### config.mk
export PLATFORM = sky130hd
export DESIGN_NAME = kyber_coef_packer_flat
export DESIGN_NICKNAME = d
export VERILOG_FILES = /design/src/rtl/kyber_coef_packer_pkg.sv /design/src/rtl/kyber_coef_packer_if.sv /design/src/rtl/kyber_coef_packer_canon.sv /design/src/rtl/kyber_coef_packer.sv /design/src/flat_wrapper.sv
export SDC_FILE = /design/constraint.sdc
export NUM_CORES = 1
export LEC_CHECK = 0
export ABC_AREA = 1
export CORE_MARGIN = 10
export CORE_UTILIZATION = 59
export CTS_CLUSTER_SIZE = 10
export DETAILED_ROUTE_END_ITERATION = 10
export GPL_TIMING_DRIVEN = 0
export HOLD_SLACK_MARGIN = 0.12
export PLACE_DENSITY = 0.86
export SETUP_SLACK_MARGIN = 0.05
export SLEW_MARGIN = 20
export SYNTH_ARGS = -nofsm -noshare
export SYNTH_HDL_FRONTEND = slang
export SYNTH_SLANG_ARGS = --single-unit
### constraint.sdc
create_clock -name clk -period 2.7 [get_ports clk]
set_input_delay 0.54 -clock clk [delete_from_list [all_inputs] [get_ports clk]]
set_output_delay 0.54 -clock clk [all_outputs]
set_load 0.005 [all_outputs]
### src/rtl/kyber_coef_packer_pkg.sv
// Shared types and constants for the Kyber coefficient packer.
// The Barrett stage is enabled by the KYBER_COEF_PACKER_REDUCE_EN macro.
package kyber_pkg;

   localparam int KYBER_Q   = 3329;
   localparam int KYBER_N   = 256;
   localparam int BARRETT_V = 20159;

   typedef logic signed [15:0] coef_t;
   typedef logic        [11:0] ucoef_t;

   typedef enum logic [2:0] {
      ST_GET0,
      ST_GET1,
      ST_EMIT0,
      ST_EMIT1,
      ST_EMIT2
   } pack_state_e;

endpackage

### src/rtl/kyber_coef_packer_if.sv
// Coefficient-in / byte-out stream bundle for the Kyber coefficient packer.
// The slave modport is the packer; the master modport is its environment.
interface kyber_coef_packer_if;
   import kyber_pkg::*;

   logic        s_valid;
   logic        s_ready;
   coef_t       s_coef;
   logic        s_last;
   logic        m_valid;
   logic        m_ready;
   logic [7:0]  m_data;
   logic        m_last;

   modport master (
      output s_valid, s_coef, s_last, m_ready,
      input  s_ready, m_valid, m_data, m_last
   );

   modport slave (
      input  s_valid, s_coef, s_last, m_ready,
      output s_ready, m_valid, m_data, m_last
   );

endinterface

### src/rtl/kyber_coef_packer_canon.sv
// Combinational int16 -> canonical 12-bit coefficient (caddq), with an optional
// Barrett pre-reduction when KYBER_COEF_PACKER_REDUCE_EN is defined.
module kyber_coef_canon
   import kyber_pkg::*;
(
   input  coef_t  coef_i,
   output ucoef_t ucoef_o
);

   coef_t r_w;

`ifdef KYBER_COEF_PACKER_REDUCE_EN
   logic signed [31:0] coef_ext_w;
   logic signed [31:0] prod_w;
   logic signed [31:0] t_w;

   assign coef_ext_w = {{16{coef_i[15]}}, coef_i};
   assign prod_w     = coef_ext_w * BARRETT_V + 32'sd33554432;
   assign t_w        = prod_w >>> 26;
   // Remainder is small enough that 16-bit wraparound cannot occur.
   assign r_w        = 16'(coef_ext_w - t_w * KYBER_Q);
`else
   assign r_w = coef_i;
`endif

   assign ucoef_o = r_w[15] ? 12'(r_w + coef_t'(KYBER_Q)) : r_w[11:0];

endmodule

### src/rtl/kyber_coef_packer.sv
// Packs a stream of signed coefficients into Kyber 12-bit byte encoding (3 bytes / 2 coefs).
// Optional Barrett reduction of the input: define KYBER_COEF_PACKER_REDUCE_EN.
//
//   state    | meaning
//   ---------+----------------------------------------------
//   ST_GET0  | waiting for first coefficient of a pair
//   ST_GET1  | waiting for second coefficient of a pair
//   ST_EMIT0 | presenting byte u0[7:0]
//   ST_EMIT1 | presenting byte {u1[3:0], u0[11:8]}
//   ST_EMIT2 | presenting byte u1[11:4] (m_last if pair ends poly)
module kyber_coef_packer
   import kyber_pkg::*;
#(
   parameter int N = KYBER_N
)
(
   input  logic               clk,
   input  logic               rst_n,
   kyber_coef_packer_if.slave bus,
   output logic               err
);

   localparam int IDX_W = (N > 2) ? $clog2(N) : 1;

   pack_state_e      state_q, state_d;
   ucoef_t           u0_q, u0_d;
   ucoef_t           u1_q, u1_d;
   logic [IDX_W-1:0] idx_q, idx_d;
   logic             pair_last_q, pair_last_d;
   logic             err_q, err_d;
   logic [7:0]       m_data_q, m_data_d;

   ucoef_t           u_w;
   logic             idx_end_w;
   logic             end_poly_w;
   logic             s_ready_w;
   logic             m_valid_w;

   kyber_coef_canon u_canon (
      .coef_i  (bus.s_coef),
      .ucoef_o (u_w)
   );

   assign idx_end_w  = (idx_q == IDX_W'(N - 1));
   assign end_poly_w = bus.s_last | idx_end_w;

   always_ff @(posedge clk or negedge rst_n) begin
      if (!rst_n) begin
         state_q     <= ST_GET0;
         u0_q        <= '0;
         u1_q        <= '0;
         idx_q       <= '0;
         pair_last_q <= 1'b0;
         err_q       <= 1'b0;
         m_data_q    <= '0;
      end else begin
         state_q     <= state_d;
         u0_q        <= u0_d;
         u1_q        <= u1_d;
         idx_q       <= idx_d;
         pair_last_q <= pair_last_d;
         err_q       <= err_d;
         m_data_q    <= m_data_d;
      end
   end

   always_comb begin
      state_d     = state_q;
      u0_d        = u0_q;
      u1_d        = u1_q;
      idx_d       = idx_q;
      pair_last_d = pair_last_q;
      err_d       = err_q;
      m_data_d    = m_data_q;
      s_ready_w   = 1'b0;
      m_valid_w   = 1'b0;

      case (state_q)
         ST_GET0: begin
            s_ready_w = 1'b1;
            if (bus.s_valid) begin
               u0_d        = u_w;
               pair_last_d = end_poly_w;
               idx_d       = end_poly_w ? '0 : idx_q + IDX_W'(1);
               if (bus.s_last ^ idx_end_w) err_d = 1'b1;
               // Odd-length polynomial: close the pair with a zero partner.
               if (bus.s_last) begin
                  u1_d     = '0;
                  m_data_d = u_w[7:0];
                  state_d  = ST_EMIT0;
               end else begin
                  state_d  = ST_GET1;
               end
            end
         end
         ST_GET1: begin
            s_ready_w = 1'b1;
            if (bus.s_valid) begin
               u1_d        = u_w;
               pair_last_d = pair_last_q | end_poly_w;
               idx_d       = end_poly_w ? '0 : idx_q + IDX_W'(1);
               if (bus.s_last ^ idx_end_w) err_d = 1'b1;
               m_data_d    = u0_q[7:0];
               state_d     = ST_EMIT0;
            end
         end
         ST_EMIT0: begin
            m_valid_w = 1'b1;
            if (bus.m_ready) begin
               m_data_d = {u1_q[3:0], u0_q[11:8]};
               state_d  = ST_EMIT1;
            end
         end
         ST_EMIT1: begin
            m_valid_w = 1'b1;
            if (bus.m_ready) begin
               m_data_d = u1_q[11:4];
               state_d  = ST_EMIT2;
            end
         end
         ST_EMIT2: begin
            m_valid_w = 1'b1;
            if (bus.m_ready) begin
               m_data_d    = '0;
               pair_last_d = 1'b0;
               state_d     = ST_GET0;
            end
         end
         default: state_d = ST_GET0;
      endcase
   end

   assign bus.s_ready = s_ready_w;
   assign bus.m_valid = m_valid_w;
   assign bus.m_data  = m_data_q;
   assign bus.m_last  = (state_q == ST_EMIT2) && pair_last_q;
   assign err         = err_q;

endmodule

### src/flat_wrapper.sv
// flat-port wrapper written by rule: the top's interface ports become plain ports
module kyber_coef_packer_flat import kyber_pkg::*;
#(
   parameter int N = KYBER_N
)
  (clk, rst_n, err, bus_s_valid, bus_s_coef, bus_s_last, bus_m_ready, bus_s_ready, bus_m_valid, bus_m_data, bus_m_last);
  kyber_coef_packer_if bus_i ();
  input  logic clk;
  input  logic rst_n;
  output logic err;
  input wire logic [$bits(bus_i.s_valid)-1:0] bus_s_valid;
  input wire logic [$bits(bus_i.s_coef)-1:0] bus_s_coef;
  input wire logic [$bits(bus_i.s_last)-1:0] bus_s_last;
  input wire logic [$bits(bus_i.m_ready)-1:0] bus_m_ready;
  output wire logic [$bits(bus_i.s_ready)-1:0] bus_s_ready;
  output wire logic [$bits(bus_i.m_valid)-1:0] bus_m_valid;
  output wire logic [$bits(bus_i.m_data)-1:0] bus_m_data;
  output wire logic [$bits(bus_i.m_last)-1:0] bus_m_last;
  assign bus_i.s_valid = bus_s_valid;
  assign bus_i.s_coef = bus_s_coef;
  assign bus_i.s_last = bus_s_last;
  assign bus_i.m_ready = bus_m_ready;
  assign bus_s_ready = bus_i.s_ready;
  assign bus_m_valid = bus_i.m_valid;
  assign bus_m_data = bus_i.m_data;
  assign bus_m_last = bus_i.m_last;
  kyber_coef_packer #(.N(N)) u_core (.clk(clk), .rst_n(rst_n), .bus(bus_i), .err(err));
endmodule
==> flow_summary_export.csv <==
group,metric,value,unit
pwr,power,3.12,mW
floorplanning,fp.dieH,86.1,um
clock_network,clkTransAtPathRegs,0.09,ns
detailed_routing,vias,2478,
run,cap_violations,0,
setup_path,start_kind,"flop",
finish,nFillCells,327,
pwr,clock_power_share,16.9,%
pwr,switching_power,1.32,mW
detailed_routing,wl,6350,um
pwr,p_sw_share,42.3,%
detailed_routing,vias_per_cell,5.53,
grt,grt_pass1_vias,2516,
placement,portBuffers,29,
logic_synthesis,async_flop_share,100,%
placement,place_area,2960,um2
finish,diodes,0,
timing,drv_slew,0,
logic_synthesis,ys_types,29,
timing,setup_ws,0.473,ns
detailed_routing,route.detailed.drc,0,
setup_path,cp.arrival,1.69,ns
timing,hold_viol,0,
grt,grt_pass1_wl,11300,um
logic_synthesis,synth_top_area_cell,"dfrtp_1",
floorplanning,core,4120,um2
clock_network,cts_root_buf,"clkbuf_8",
detailed_routing,drtPass1Iterations,6,
grt,grt_usage,18.6,%
logic_synthesis,synth_area,2580,um2
timing,whs,0.223,ns
clock_network,htreeDepth,2,
detailed_routing,wl_per_cell,14.2,um
timing,slew_headroom,62.5,%
grt,antenna_found_initial,0,
setup_path,end_kind,"output pin",
logic_synthesis,syn_inst,360,
finish,design_area,3070,um2
floorplanning,dieArea,7420,um2
floorplanning,initial_core_util,62.7,%
timing,finalSetupViolCount,0,
pwr,power_density,1020,nW/um2
timing,fin_tns_setup,0,ns
clock_network,cts_hold_buf,0,
logic_synthesis,yosys_warnings,0,
finish,drive_gt1_share,7.79,%
pwr,seq_power_share,36.6,%
timing,tightest_slew,0.563,ns
logic_synthesis,ys_ff_latch,45,
logic_synthesis,synth_edf_count,0,
finish,finalNetCount,421,
clock_network,cts_buffer_depth,2,
clock_network,cts_tree,"built",
clock_network,cts_resized,0,
floorplanning,die_x,86.1,um
pwr,p_comb_share,46.5,%
timing,rsz0062_at_grt,"no",
finish,area_growth,19.1,%
setup_path,cp_max_fo,5,
floorplanning,io_pins,33,
clock_network,worst_skew_pair.late_latency,0.30,ns
pwr,p_int,1.80,mW
detailed_routing,ant_nets,0,
status,outcome,"finished, final reports clean",
logic_synthesis,synth_top_area_share,43.6,%
pwr,p_leak,1.56,nW
placement,dp_slack,0.513,ns
pwr,ir_drop,421,uV
logic_synthesis,synth.avg_cell_area,7.17,um2
timing,fin_crit,2.23,ns
timing,post-route-period-util,82.5,%
clock_network,numCtsBuffers,5,
hold_path,hold_path.class,"in2async",
setup_path,path_class,"reg2out",
logic_synthesis,ys_seq_area_share,43.6,%
logic_synthesis,synth_area_leaders,"dfrtp_1, nand2_1, inv_1, nand3_1, o21ai_0",
timing,worst_clock_skew,0.00747,ns
setup_path,required,2.16,ns
clock_network,cts_setup_buffers,0,
grt,grt_max_degree,24,
placement,place_congestion,0.919,
detailed_routing,initialDrtViolationCount,188,
logic_synthesis,synth_ff_type,"dfrtp_1",
placement,hpwl,4750,um
timing,timing.fmax,449,MHz
grt,overflow,0,
floorplanning,num_rows,23,
clock_network,cts_sinks,45,
logic_synthesis,syn_nets,384,
## cells in the final DEF (no fill, tap or decap), types with 2 or more instances in the layout
cell type          n
nor2_1            25
inv_2              3
nand2_4            3
a21oi_1            6
nand3_1           28
nand4_1            8
ha_1               3
clkbuf_8           6
xor2_1             2
nand2_1          136
nand2_2            4
clkdlybuf4s50_1   28
inv_1             43
dfrtp_1           45
nor2_2             3
buf_2              4
xnor2_1            2
o21ai_0           27
nor2_4             2
nor3_1             3
nand3b_1           4
## final timing paths
kind	startpoint	to	slack (ns)	cells after the start
min in group clk	u_core.bus.m_data[1]	u_core.bus.m_data[1]	0.48	2
worst max-delay path	u_core.state_q[0]	bus_m_valid	0.47	4
worst max register to register	u_core.idx_q[0]	u_core.pair_last_q	0.82	10
max in group asynchronous	rst_n	u_core.u1_q[9]	1.97	2
worst min-delay path	rst_n	u_core.u1_q[5]	0.22	1
worst min register to register	u_core.bus.m_data[1]	u_core.bus.m_data[1]	0.48	2
## layout make-up
| cell class | instances | area [um2] | share of cell area (%) |
|---|---|---|---|
| Buffer | 3 | 15.0 | 0.489 |
| Clock buffer | 7 | 86.3 | 2.81 |
| Clock inverter | 1 | 30.0 | 0.978 |
| Inverter | 48 | 196 | 6.40 |
| Multi-Input combinational cell | 264 | 1240 | 40.4 |
| Sequential cell | 45 | 1130 | 36.7 |
| Tap cell | 50 | 62.6 | 2.04 |
| Timing Repair Buffer | 30 | 313 | 10.2 |
## per-layer routing
layer | part of all wire [%] | GRT usage [%] | vias up
met3 | 5.2 | 4.16 | 23
met1 | 42 | 21.2 | 1152
met5 | 0 | 0 | -
met2 | 49 | 31.4 | 91
li1 | - | - | 1212
met4 | 3.7 | 10.5 | 0
## logic make-up after synthesis
group / Yosys count / synth area share, %
compound gates: 39 / 8.00
fa+ha+maj: 3 / 1.46
flops: 45 / 43.6
buf+inv: 51 / 8.20
simple gates: 218 / 37.3
xor+xnor: 4 / 1.36
## state kept, by name, summed over array words and instances (netlist names)
signal              flops
u_core.u0_q            12
u_core.u1_q            12
u_core.bus.m_data       8
u_core.idx_q            8
u_core.state_q          3
u_core.err              1
u_core.pair_last_q      1
## synthesized netlist by cell type, types with 3 or more instances
cell type and n:
nand4_1 8, a21oi_1 6, inv_2 3, o21ai_0 27, nand3_1 28, nand3b_1 4
ha_1 3, nand2_1 136, inv_1 43, nor2_2 3, nand2_2 4, buf_2 3
nor2_1 25, nand2_4 3, nor3_1 3, dfrtp_1 45
## power groups by stage
stage	Sequential, mW	Combinational [mW]	Clock [mW]
final	1.14	1.45	0.528
after floorplan	1.10	0.957	0
after detailed placement	1.15	1.43	0
after global placement	1.14	1.39	0
after CTS	1.14	1.46	0.534
after global routing	1.17	1.68	0.564
## stage by stage
stage          utilization (%)  cells
2_1_floorplan                -    360
3_3_place_gp              71.3    439
3_5_place_dp              71.8    440
4_1_cts                   74.6    448
5_1_grt                   74.6    448
6_report                  74.6    448
## critical path, cell delays in order, from the launching register on
cell	delay (ns)
dfrtp_1	0.45
nor2_2	0.17
nand2_1	0.13
nand2_1	0.13
clkdlybuf4s50_1	0.51
No activity file was read; power rests on OpenSTA's default activity.
